--- config.mk ---
export PLATFORM = sky130hd
export DESIGN_NAME = eb_multi_slot_flat
export DESIGN_NICKNAME = d
export VERILOG_FILES = /design/src/rtl/eb_multi_slot_if.sv /design/src/rtl/eb_multi_slot.sv /design/src/flat_wrapper.sv
export SDC_FILE = /design/constraint.sdc
export NUM_CORES = 1
export LEC_CHECK = 0
export ABC_AREA = 0
export BUFFER_PORTS_ARGS = -buffer_cell sky130_fd_sc_hd__buf_2
export CORE_ASPECT_RATIO = 0.6
export CORE_MARGIN = 8
export CORE_UTILIZATION = 35
export DETAILED_ROUTE_END_ITERATION = 12
export HOLD_SLACK_MARGIN = 0.03
export PLACE_DENSITY = 0.63
export SYNTH_ARGS = -nofsm -noshare
export SYNTH_HDL_FRONTEND = slang
export SYNTH_SLANG_ARGS = --single-unit
export TNS_END_PERCENT = 50
--- constraint.sdc ---
create_clock -name clk -period 3.4 [get_ports clk]
set_clock_uncertainty 0.15 [all_clocks]
set_input_delay 0.17 -clock clk [delete_from_list [all_inputs] [get_ports clk]]
set_output_delay 0.17 -clock clk [all_outputs]
set_load 0.02 [all_outputs]
--- src/rtl/eb_multi_slot_if.sv ---
// Handshake bundle for the multi-slot elastic buffer.
// slave = buffer side, master = side driving data in and draining the head.
interface eb_multi_slot_if #(
  parameter int DATA_WIDTH = 16,
  parameter int DEPTH      = 4
);
  localparam int CW = $clog2(DEPTH + 1);

  logic                  flush;
  logic                  valid_in;
  logic                  ready_out;
  logic [DATA_WIDTH-1:0] data_in;
  logic                  valid_out;
  logic                  ready_in;
  logic [DATA_WIDTH-1:0] data_out;
  logic [CW-1:0]         count;
  logic                  almost_full;

  modport slave (
    input  flush, valid_in, data_in, ready_in,
    output ready_out, valid_out, data_out, count, almost_full
  );

  modport master (
    output flush, valid_in, data_in, ready_in,
    input  ready_out, valid_out, data_out, count, almost_full
  );
endinterface

--- src/rtl/eb_multi_slot.sv ---
// DEPTH-slot FIFO elastic buffer: one head register drives data_out directly,
// DEPTH-1 circular aux slots sit behind it. ready_out/almost_full are
// registered from the next-state count, so ready_in never reaches ready_out.
module eb_multi_slot #(
  parameter int   DATA_WIDTH      = 16,
  parameter int   DEPTH           = 4,
  parameter int   AFULL_THRESH    = 3,
  parameter logic GATING_FRIENDLY = 1'b1
) (
  input logic             clk,
  input logic             rst,
  eb_multi_slot_if.slave  bus
);
  localparam int AUX = DEPTH - 1;
  localparam int AW  = (AUX > 1) ? $clog2(AUX) : 1;
  localparam int ACW = $clog2(DEPTH);
  localparam int CW  = $clog2(DEPTH + 1);

  if (DEPTH < 2) begin : g_bad_depth
    $error("eb_multi_slot: DEPTH must be >= 2");
  end
  if (AFULL_THRESH < 1 || AFULL_THRESH > DEPTH) begin : g_bad_thresh
    $error("eb_multi_slot: AFULL_THRESH must be in 1..DEPTH");
  end

  logic                          vld_q, rdy_q, afull_q;
  logic [CW-1:0]                 cnt_q, cnt_nxt;
  logic [DATA_WIDTH-1:0]         head_q, head_d;
  logic [AUX-1:0][DATA_WIDTH-1:0] aux_q;
  logic [AW-1:0]                 rd_ptr, wr_ptr;
  logic [ACW-1:0]                aux_cnt;
  logic                          push, pop, aux_empty, aux_full;
  logic                          head_ld, head_en, vld_nxt, aux_wr, aux_rd;
  logic [AUX-1:0]                aux_en;

  function automatic logic [AW-1:0] ptr_inc(input logic [AW-1:0] p);
    return (p == AW'(AUX - 1)) ? '0 : p + AW'(1);
  endfunction

  // Steer each accepted item to the head or the aux ring, and refill the head on pop.
  always_comb begin
    push      = bus.valid_in & rdy_q;
    pop       = vld_q & bus.ready_in;
    aux_empty = (aux_cnt == '0);
    aux_full  = (aux_cnt == ACW'(AUX));
    head_ld   = 1'b0;
    head_d    = bus.data_in;
    vld_nxt   = vld_q;
    aux_wr    = 1'b0;
    aux_rd    = 1'b0;
    if (!vld_q || (pop && aux_empty)) begin
      // head free (or freed with nothing behind it): data_in bypasses the ring
      head_ld = push;
      vld_nxt = push;
    end else if (pop) begin
      head_ld = 1'b1;
      head_d  = aux_q[rd_ptr];
      aux_rd  = 1'b1;
      aux_wr  = push;
    end else begin
      aux_wr  = push;
    end
    cnt_nxt = cnt_q + CW'(push) - CW'(pop);
    // with gating off, an idle head simply tracks data_in
    head_en = head_ld | (~GATING_FRIENDLY & ~vld_nxt);
    for (int i = 0; i < AUX; i++) begin
      // with gating off, the free slot at wr_ptr may load every cycle
      aux_en[i] = (wr_ptr == AW'(i)) & (aux_wr | (~GATING_FRIENDLY & ~aux_full));
    end
  end

  // Control state: flags, count and ring pointers; flush clears, reset wins.
  always_ff @(posedge clk or posedge rst) begin
    if (rst) begin
      vld_q   <= 1'b0;
      rdy_q   <= 1'b1;
      afull_q <= 1'b0;
      cnt_q   <= '0;
      rd_ptr  <= '0;
      wr_ptr  <= '0;
      aux_cnt <= '0;
    end else if (bus.flush) begin
      vld_q   <= 1'b0;
      rdy_q   <= 1'b1;
      afull_q <= 1'b0;
      cnt_q   <= '0;
      rd_ptr  <= '0;
      wr_ptr  <= '0;
      aux_cnt <= '0;
    end else begin
      vld_q   <= vld_nxt;
      rdy_q   <= (cnt_nxt < CW'(DEPTH));
      afull_q <= (cnt_nxt >= CW'(AFULL_THRESH));
      cnt_q   <= cnt_nxt;
      if (aux_rd) rd_ptr <= ptr_inc(rd_ptr);
      if (aux_wr) wr_ptr <= ptr_inc(wr_ptr);
      aux_cnt <= aux_cnt + ACW'(aux_wr) - ACW'(aux_rd);
    end
  end

  // Head data register; cleared on reset so data_out starts at zero.
  always_ff @(posedge clk or posedge rst) begin
    if (rst)          head_q <= '0;
    else if (head_en) head_q <= head_d;
  end

  // Aux ring storage; contents are don't-care until counted in aux_cnt.
  always_ff @(posedge clk) begin
    for (int i = 0; i < AUX; i++)
      if (aux_en[i]) aux_q[i] <= bus.data_in;
  end

  assign bus.valid_out   = vld_q;
  assign bus.ready_out   = rdy_q;
  assign bus.data_out    = head_q;
  assign bus.count       = cnt_q;
  assign bus.almost_full = afull_q;
endmodule

--- src/flat_wrapper.sv ---
// flat-port wrapper written by rule: the top's interface ports become plain ports
module eb_multi_slot_flat 
#(
  parameter int   DATA_WIDTH      = 16,
  parameter int   DEPTH           = 4,
  parameter int   AFULL_THRESH    = 3,
  parameter logic GATING_FRIENDLY = 1'b1
)
  (clk, rst, bus_flush, bus_valid_in, bus_data_in, bus_ready_in, bus_ready_out, bus_valid_out, bus_data_out, bus_count, bus_almost_full);
  eb_multi_slot_if #(.DATA_WIDTH(DATA_WIDTH), .DEPTH(DEPTH)) bus_i ();
  input logic clk;
  input logic rst;
  input wire logic [$bits(bus_i.flush)-1:0] bus_flush;
  input wire logic [$bits(bus_i.valid_in)-1:0] bus_valid_in;
  input wire logic [$bits(bus_i.data_in)-1:0] bus_data_in;
  input wire logic [$bits(bus_i.ready_in)-1:0] bus_ready_in;
  output wire logic [$bits(bus_i.ready_out)-1:0] bus_ready_out;
  output wire logic [$bits(bus_i.valid_out)-1:0] bus_valid_out;
  output wire logic [$bits(bus_i.data_out)-1:0] bus_data_out;
  output wire logic [$bits(bus_i.count)-1:0] bus_count;
  output wire logic [$bits(bus_i.almost_full)-1:0] bus_almost_full;
  assign bus_i.flush = bus_flush;
  assign bus_i.valid_in = bus_valid_in;
  assign bus_i.data_in = bus_data_in;
  assign bus_i.ready_in = bus_ready_in;
  assign bus_ready_out = bus_i.ready_out;
  assign bus_valid_out = bus_i.valid_out;
  assign bus_data_out = bus_i.data_out;
  assign bus_count = bus_i.count;
  assign bus_almost_full = bus_i.almost_full;
  eb_multi_slot #(.DATA_WIDTH(DATA_WIDTH), .DEPTH(DEPTH), .AFULL_THRESH(AFULL_THRESH), .GATING_FRIENDLY(GATING_FRIENDLY)) u_core (.clk(clk), .rst(rst), .bus(bus_i));
endmodule
==> impl_metrics.toml, run 1 <==
[status]
status = "finished clean"

[route]
dr.pass1.iters = 4
wirelength_um = 6976
drt-initial-drc-count = 140
postRouteAntennaNets = 0
via_per_inst = 4.860
wl_per_cell_um = 16.89
num_vias = 2007
drc = 0

[clock_tree]
clock-sinks = 76
cts-root-buf = "clkbuf_16"
postCtsSetupRepairBufs = 0
cts_htree_levels = 3
clkTransAtPathRegs_ns = 0.05
insertion_delay_ns = 0.33
cts_buffers = 9
cts_tree = "built"
clk_path_buf_depth = 2

[grt]
grt_pass1_vias = 2128
grt-ovfl-total = 0
grt_usage_pct = 11.85
antenna_found_initial = 0
grt_max_degree = 24
grt_pass1_wl_um = 11130

[setup_path]
end_kind = "flip-flop"
r2r_setup_slack_ns = 1.02
endpoint = "u_core.aux_q[2]$_DFFE_PP_"
path_cells = "nand2_1 -> inv_1 -> o311ai_2 -> or3_1 -> inv_1"
ff2ff_path_depth = 5
crit_fanout = 16
critPathLaunchType = "flip-flop"
reg2reg_to = "u_core.aux_q[2]$_DFFE_PP_"
cpMostUsedCell = "inv_1"
cp.arrival_ns = 2.19
crit_required_ns = 3.21
worst_path_max_delay_cell = "dfstp_2"
cp-startpoint = "u_core.bus.ready_out$_DFF_PP1_"
worstSetupPathType = "flip-flop to flip-flop"
critPathMaxStageDelay_ns = 0.52
r2r_start = "u_core.bus.ready_out$_DFF_PP1_"

[timing]
fin_crit_sh_pct = 69.94
holdWs_ns = 0.06407
hold_violations = 0
grt_setup_unrepaired = "false"
fin_crit_ns = 2.378
relSlewSlack_pct = 35.82
slew_violations = 0
setup_viol = 0
clock.fmax_ghz = 0.4205
worst_slack_ns = 1.022
tightest_slew_ns = 0.9628
tns_ns = 0

[layout]
final_cells = 413
syn_to_final_growth_pct = 25.56
nFillCells = 781
diodes = 0
drive_gt1_share_pct = 23.92
mostFrequentLayoutCells = "edfxtp_1 (48), buf_2 (42), dfrtp_1 (27), nand2_1 (25), nor2_1 (21)"
nNetsFinal = 321
final_common_cell = "edfxtp_1"

[synthesis]
ys_ff_latch = 76
syn_area_um2 = 3148
syn_nets = 257
ys.flop_type = "edfxtp_1"
yosys_warnings = 0
syn_area_per_cell_um2 = 13.57
yosysSeqAreaShare_pct = 68.08
synth_cell_type_count = 35
synth_edf_count = 48
synthCells = 232
postSynth.asyncResetShare_pct = 36.84

[placement]
portBuffers = 42
pre_cts_ws_ns = 0.9722
dp_cells = 379
hpwl_um = 4635
globalplace.congestion = 0.7513

[floorplan]
io_pins = 43
start_util_pct = 36.52
fp.coreArea_um2 = 8621
fp.dieH_um = 89.46
die_x_um = 138.4
rows = 26
dieArea_um2 = 12380

[pwr]
leakage_nw = 1.623
peakVddDrop_mv = 0.3539
powerDensity_nw_per_um2 = 668.5

[run]
maxCapViolCount = 0

[hold_path]
hp-class = "input port to flip-flop"
whs_path_depth = 4
==> cell usage after synthesis (2+ instances only) <==
master	n	area share, %
buf_4	2	0.48
nand2_1	25	3.0
buf_2	5	0.79
nor2b_1	3	0.60
inv_2	2	0.24
o221ai_1	3	0.83
dfrtp_1	27	21
a21oi_1	4	0.64
edfxtp_1	48	46
nor2_1	21	2.5
mux2i_1	13	4.1
o21ai_1	13	2.1
ha_1	3	1.2
clkbuf_1	2	0.24
xor2_1	2	0.56
a21o_1	14	3.3
inv_1	8	0.95
xnor2_1	3	0.83
buf_6	4	1.4
a222oi_1	3	0.95
o22ai_1	13	2.6
==> cell type report <==
type | instances | area [um2] | share of cell area, %
Timing Repair Buffer | 66 | 435.4 | 11.02
Clock inverter | 6 | 77.57 | 1.963
Multi-Input combinational cell | 133 | 879.6 | 22.25
Sequential cell | 76 | 2143 | 54.23
Inverter | 10 | 37.54 | 0.9497
Tap cell | 112 | 140.1 | 3.545
Clock buffer | 10 | 239.0 | 6.046
==> state kept, by name, indices dropped and copies added (netlist names) <==
| name | flops |
|---|---|
| u_core.bus.count | 3 |
| u_core.aux_cnt | 2 |
| u_core.aux_q | 48 |
| u_core.bus.data_out | 16 |
| u_core.bus.ready_out | 1 |
| u_core.bus.almost_full | 1 |
| u_core.rd_ptr | 2 |
| u_core.wr_ptr | 2 |
| u_core.bus.valid_out | 1 |
==> worst min path at each step <==
stage               slack [ns]          from                                  to
global placement          0.17           rst  u_core.bus.data_out[4]$_DFFE_PP0P_
finish                    0.06  bus_ready_in    u_core.bus.valid_out$_DFFE_PP0P_
global route              0.08  bus_ready_in    u_core.bus.valid_out$_DFFE_PP0P_
detailed placement        0.19           rst  u_core.bus.data_out[4]$_DFFE_PP0P_
floorplan                 0.08           rst         u_core.aux_cnt[0]$_DFF_PP0_
CTS                       0.04  bus_ready_in    u_core.bus.valid_out$_DFFE_PP0P_
==> per-stage QoR <==
step           util (%)  instance area [um2]  total power [mW]
3_3_place_gp      40.09                 3456             1.642
4_1_cts           45.85                 3953             2.689
3_5_place_dp      40.09                 3456             1.656
5_1_grt           45.85                 3953             2.776
2_1_floorplan         -                 3148             1.478
6_report          45.85                 3953             2.642
==> per-layer routing <==
metal	part of all wire, %	up-vias	wire, um	global-route usage (%)
met5	0	-	0	0
met4	0.54	0	38	4.216
met2	41	67	2891	17.51
met1	50	959	3500	15.28
li1	-	975	-	-
met3	7.8	6	546	5.040
==> critical path, delay by kind of cell (launching register included) <==
family	cells	cell delay (ns)
buffers and inverters	2	0.65
and+or+nand+nor	2	0.48
AOI/OAI and AO/OA	1	0.19
DFF	1	0.52
==> where the power goes <==
group	switching, mW	total (mW)	internal [mW]
registers	0.0636	1.16	1.09
logic	0.303	0.485	0.182
clock network	0.345	0.999	0.654
total	0.712	2.64	1.93
==> logic make-up (layout without fill, tap and decap cells) <==
| kind of cell | count (synthesis) | after routing | share of synthesized area [%] |
|---|---|---|---|
| flip-flops | 76 | 76 | 68.08 |
| XOR/XNOR | 5 | 5 | 1.391 |
| adder cells (fa/ha/maj) | 4 | 4 | 1.828 |
| buffers and inverters | 23 | 92 | 4.133 |
| multiplexers | 13 | 13 | 4.133 |
| AO/OA/AOI/OAI | 56 | 56 | 12.68 |
| AND/OR/NAND/NOR | 55 | 55 | 7.751 |
==> repair_timing <==
| item | 4_1_cts | 5_1_grt |
|---|---|---|
| hold endpoints to repair | 75 | 0 |
| resized for setup | 0 | 0 |
| hold buffers | 18 | 0 |
(Power assumes the default switching activity.)
==> inputs of run 2 (changes only) <==
--- a/config.mk
+++ b/config.mk
@@ -5,14 +5,14 @@
 export SDC_FILE = /design/constraint.sdc
 export NUM_CORES = 1
 export LEC_CHECK = 0
-export ABC_AREA = 0
+export ABC_AREA = 1
 export BUFFER_PORTS_ARGS = -buffer_cell sky130_fd_sc_hd__buf_2
 export CORE_ASPECT_RATIO = 0.6
 export CORE_MARGIN = 8
 export CORE_UTILIZATION = 35
 export DETAILED_ROUTE_END_ITERATION = 12
 export HOLD_SLACK_MARGIN = 0.03
-export PLACE_DENSITY = 0.63
+export PLACE_DENSITY = 0.65
 export SYNTH_ARGS = -nofsm -noshare
 export SYNTH_HDL_FRONTEND = slang
 export SYNTH_SLANG_ARGS = --single-unit
==> constraint.sdc (replaced) <==
create_clock -name clk -period 1.9 [get_ports clk]
set_clock_uncertainty 0.15 [all_clocks]
set_input_delay 0.095 -clock clk [delete_from_list [all_inputs] [get_ports clk]]
set_output_delay 0.095 -clock clk [all_outputs]
set_load 0.02 [all_outputs]
==> run 2 against run 1 <==
Clock-buffer cell count increased by 5. Wire length increased by 11%. Sequential power increased by 83%. Cell count increased by 32%. Hold slack improved by 0.032 ns. Sequential share of layout area decreased by 4.4 points. Power increased by 82%. Setup slack got worse by 0.91 ns. Die area increased by 6.1%.
==> impl_metrics.toml, run 2 <==
[hold_path]
hold_path.startpoint = "bus_ready_in"
min_to = "u_core.wr_ptr[0]$_DFFE_PP0P_"
hp-class = "input port to flip-flop"
whs_path_depth = 6

[synthesis]
synth_edf_count = 48
yosys-top-cells-area = "edfxtp_1 (43%), dfrtp_1 (20%), nand2_1 (10%)"
syn_area_per_cell_um2 = 10.01
yosysSeqAreaShare_pct = 63.54
postSynth.asyncResetShare_pct = 36.84
ys.flop_type = "edfxtp_1"
syn_nets = 362
synthCells = 337
synth.most_common_cell = "nand2_1"
synth_cell_type_count = 25
ys_ff_latch = 76
synth_top_cell_by_area = "edfxtp_1"
syn_area_um2 = 3373
yosys_warnings = 0
ys_top_cells_by_count = "nand2_1 (90), edfxtp_1 (48), nand3_1 (48)"
synth_top_area_share_pct = 42.73

[route]
drc = 0
dr.pass1.iters = 4
route.met2.wl_um = 3364
postRouteAntennaNets = 0
wl_per_cell_um = 14.22
wl_met3_um = 544
wirelength_met1_um = 3749
highest_layer = "met4"
wirelength_um = 7733
via_per_inst = 4.426
num_vias = 2408
drt-initial-drc-count = 154

[floorplan]
rows = 27
dieArea_um2 = 13140
die_x_um = 142.7
io_pins = 43
fp.coreArea_um2 = 9256
start_util_pct = 36.44
fp.dieH_um = 92.05

[setup_path]
r2r_start = "u_core.bus.ready_out$_DFF_PP1_"
critPathLaunchType = "flip-flop"
cpMostUsedCell = "nand2_1"
reg2reg_to = "u_core.bus.almost_full$_DFF_PP0_"
ff2ff_path_depth = 8
path_cells = "nand2_2 -> inv_2 -> ha_1 -> inv_1 -> fa_1 -> nor2_2 -> nand2_1 -> nand2_1"
critPathMaxStageDelay_ns = 0.54
r2r_setup_slack_ns = 0.11
end_kind = "flip-flop"
worst_path_max_delay_cell = "dfstp_2"
crit_required_ns = 1.97
crit_fanout = 3
worstSetupPathType = "flip-flop to flip-flop"
cp.arrival_ns = 1.86

[layout]
mostFrequentLayoutCells = "nand2_1 (89), nand3_1 (48), edfxtp_1 (48), buf_2 (42), inv_1 (38)"
diodes = 0
nFillCells = 893
largest_reg_flops = 48
top_register = "u_core.aux_q"
fin_area_um2 = 4303
nNetsFinal = 434
syn_to_final_growth_pct = 27.56
final-seq-area_um2 = 2143
final_common_cell = "nand2_1"
drive_gt1_share_pct = 23.67
multi_input_area_um2 = 1028

[grt]
grt_usage_pct = 12.75
grt-ovfl-total = 0
antenna_found_initial = 0
grt_max_degree = 29
grt_pass1_wl_um = 12680
grt_pass1_vias = 2471

[pwr]
pwr-share-seq_pct = 44.0
powerDensity_nw_per_um2 = 1119
peakVddDrop_mv = 0.5853
p_int_mw = 3.390
switching_share_pct = 29.63
power_frac_comb_pct = 21.7
leakage_nw = 1.990
p_sw_mw = 1.427
pwr-share-clk_pct = 34.3

[timing]
holdWs_ns = 0.09620
fin_crit_sh_pct = 94.10
relSlewSlack_pct = 70.57
tns_ns = 0
tightest_slew_ns = 0.4415
clock.fmax_ghz = 0.5593
grt_setup_unrepaired = "false"
hold_violations = 0
slew_violations = 0
fin_crit_ns = 1.788
setup_viol = 0

[placement]
place_area_um2 = 3799
globalplace.congestion = 0.7915
hpwl_um = 5148
portBuffers = 42

[clock_tree]
cts_buffers = 9
postCtsSetupRepairBufs = 0
cts_htree_levels = 3
clk_path_buf_depth = 2
insertion_delay_ns = 0.33
cts_tree = "built"
clkTransAtPathRegs_ns = 0.06
cts-root-buf = "clkbuf_16"
clock-sinks = 76

[run]
maxCapViolCount = 0

[status]
status = "finished clean"
-- run 2: timing repair --
| action | in CTS | in global routing |
|---|---|---|
| endpoints found under the setup margin | 0 | 1 |
| resized for setup | 0 | 3 |
| hold buffers | 20 | 0 |
| endpoints found under the hold margin | 100 | 0 |
-- run 2: area by class of cell --
| cell class | instances | area share, % |
|---|---|---|
| inverters | 43 | 3.809 |
| clock inverters | 1 | 0.1163 |
| well taps | 130 | 3.780 |
| multi-input cells | 207 | 23.90 |
| clock buffers | 15 | 6.717 |
| flip-flops and latches | 76 | 49.81 |
| repair buffers | 72 | 11.86 |
-- run 2: kinds of logic after synthesis --
group                      count (synthesis)  synth area share, %
AOI/OAI and AO/OA                          3               0.4450
adders and majority gates                  4                1.706
DFF                                       76                63.54
buffers and inverters                     54                7.566
xor gates and xnor gates                   4                1.039
and+or+nand+nor                          196                25.70
-- run 2: critical path, delay by kind of cell, from the launching register on --
| kind | cells | cell delay, ns |
|---|---|---|
| adders and majority gates | 2 | 0.63 |
| buffers and inverters | 2 | 0.12 |
| and+or+nand+nor | 4 | 0.23 |
| DFF | 1 | 0.54 |
-- run 2: how the worst max path moves through the flow --
stage	startpoint	end	slack [ns]	depth (start not counted)
2_1_floorplan	u_core.bus.ready_out$_DFF_PP1_	u_core.aux_q[32]$_DFFE_PP_	-0.009	4
3_3_place_gp	u_core.bus.ready_out$_DFF_PP1_	u_core.bus.almost_full$_DFF_PP0_	0.12	9
3_5_place_dp	u_core.bus.valid_out$_DFFE_PP0P_	u_core.bus.almost_full$_DFF_PP0_	0.08	9
4_1_cts	u_core.bus.valid_out$_DFFE_PP0P_	u_core.bus.almost_full$_DFF_PP0_	0.07	8
5_1_grt	u_core.bus.ready_out$_DFF_PP1_	u_core.bus.almost_full$_DFF_PP0_	0.008	8
6_report	u_core.bus.ready_out$_DFF_PP1_	u_core.bus.almost_full$_DFF_PP0_	0.11	8
-- run 2: per-stage QoR --
step	utilization (%)	std cells	setup WS (ns)	total power [mW]
after floorplan	-	337	-0.008996	2.791
after global placement	41.04	508	0.1226	3.143
after detailed placement	41.04	508	0.07747	3.166
after CTS	46.38	544	0.06605	4.869
after global routing	46.49	544	0.008203	5.073
final	46.49	544	0.1122	4.817
-- run 2: power groups by stage --
| stage | Sequential [mW] | Clock, mW | Combinational (mW) |
|---|---|---|---|
| detailed placement | 2.15 | 0 | 1.02 |
| global route | 2.15 | 1.77 | 1.16 |
| finish | 2.12 | 1.65 | 1.04 |
| floorplan | 2.38 | 0 | 0.414 |
| CTS | 2.12 | 1.69 | 1.06 |
| global placement | 2.14 | 0 | 1.00 |
-- run 2: metal layers --
| metal | vias to the layer above | track usage (%) |
|---|---|---|
| met2 | 59 | 19.83 |
| met4 | 0 | 3.166 |
| li1 | 1226 | - |
| met3 | 10 | 5.329 |
| met1 | 1113 | 16.12 |
| met5 | - | 0 |
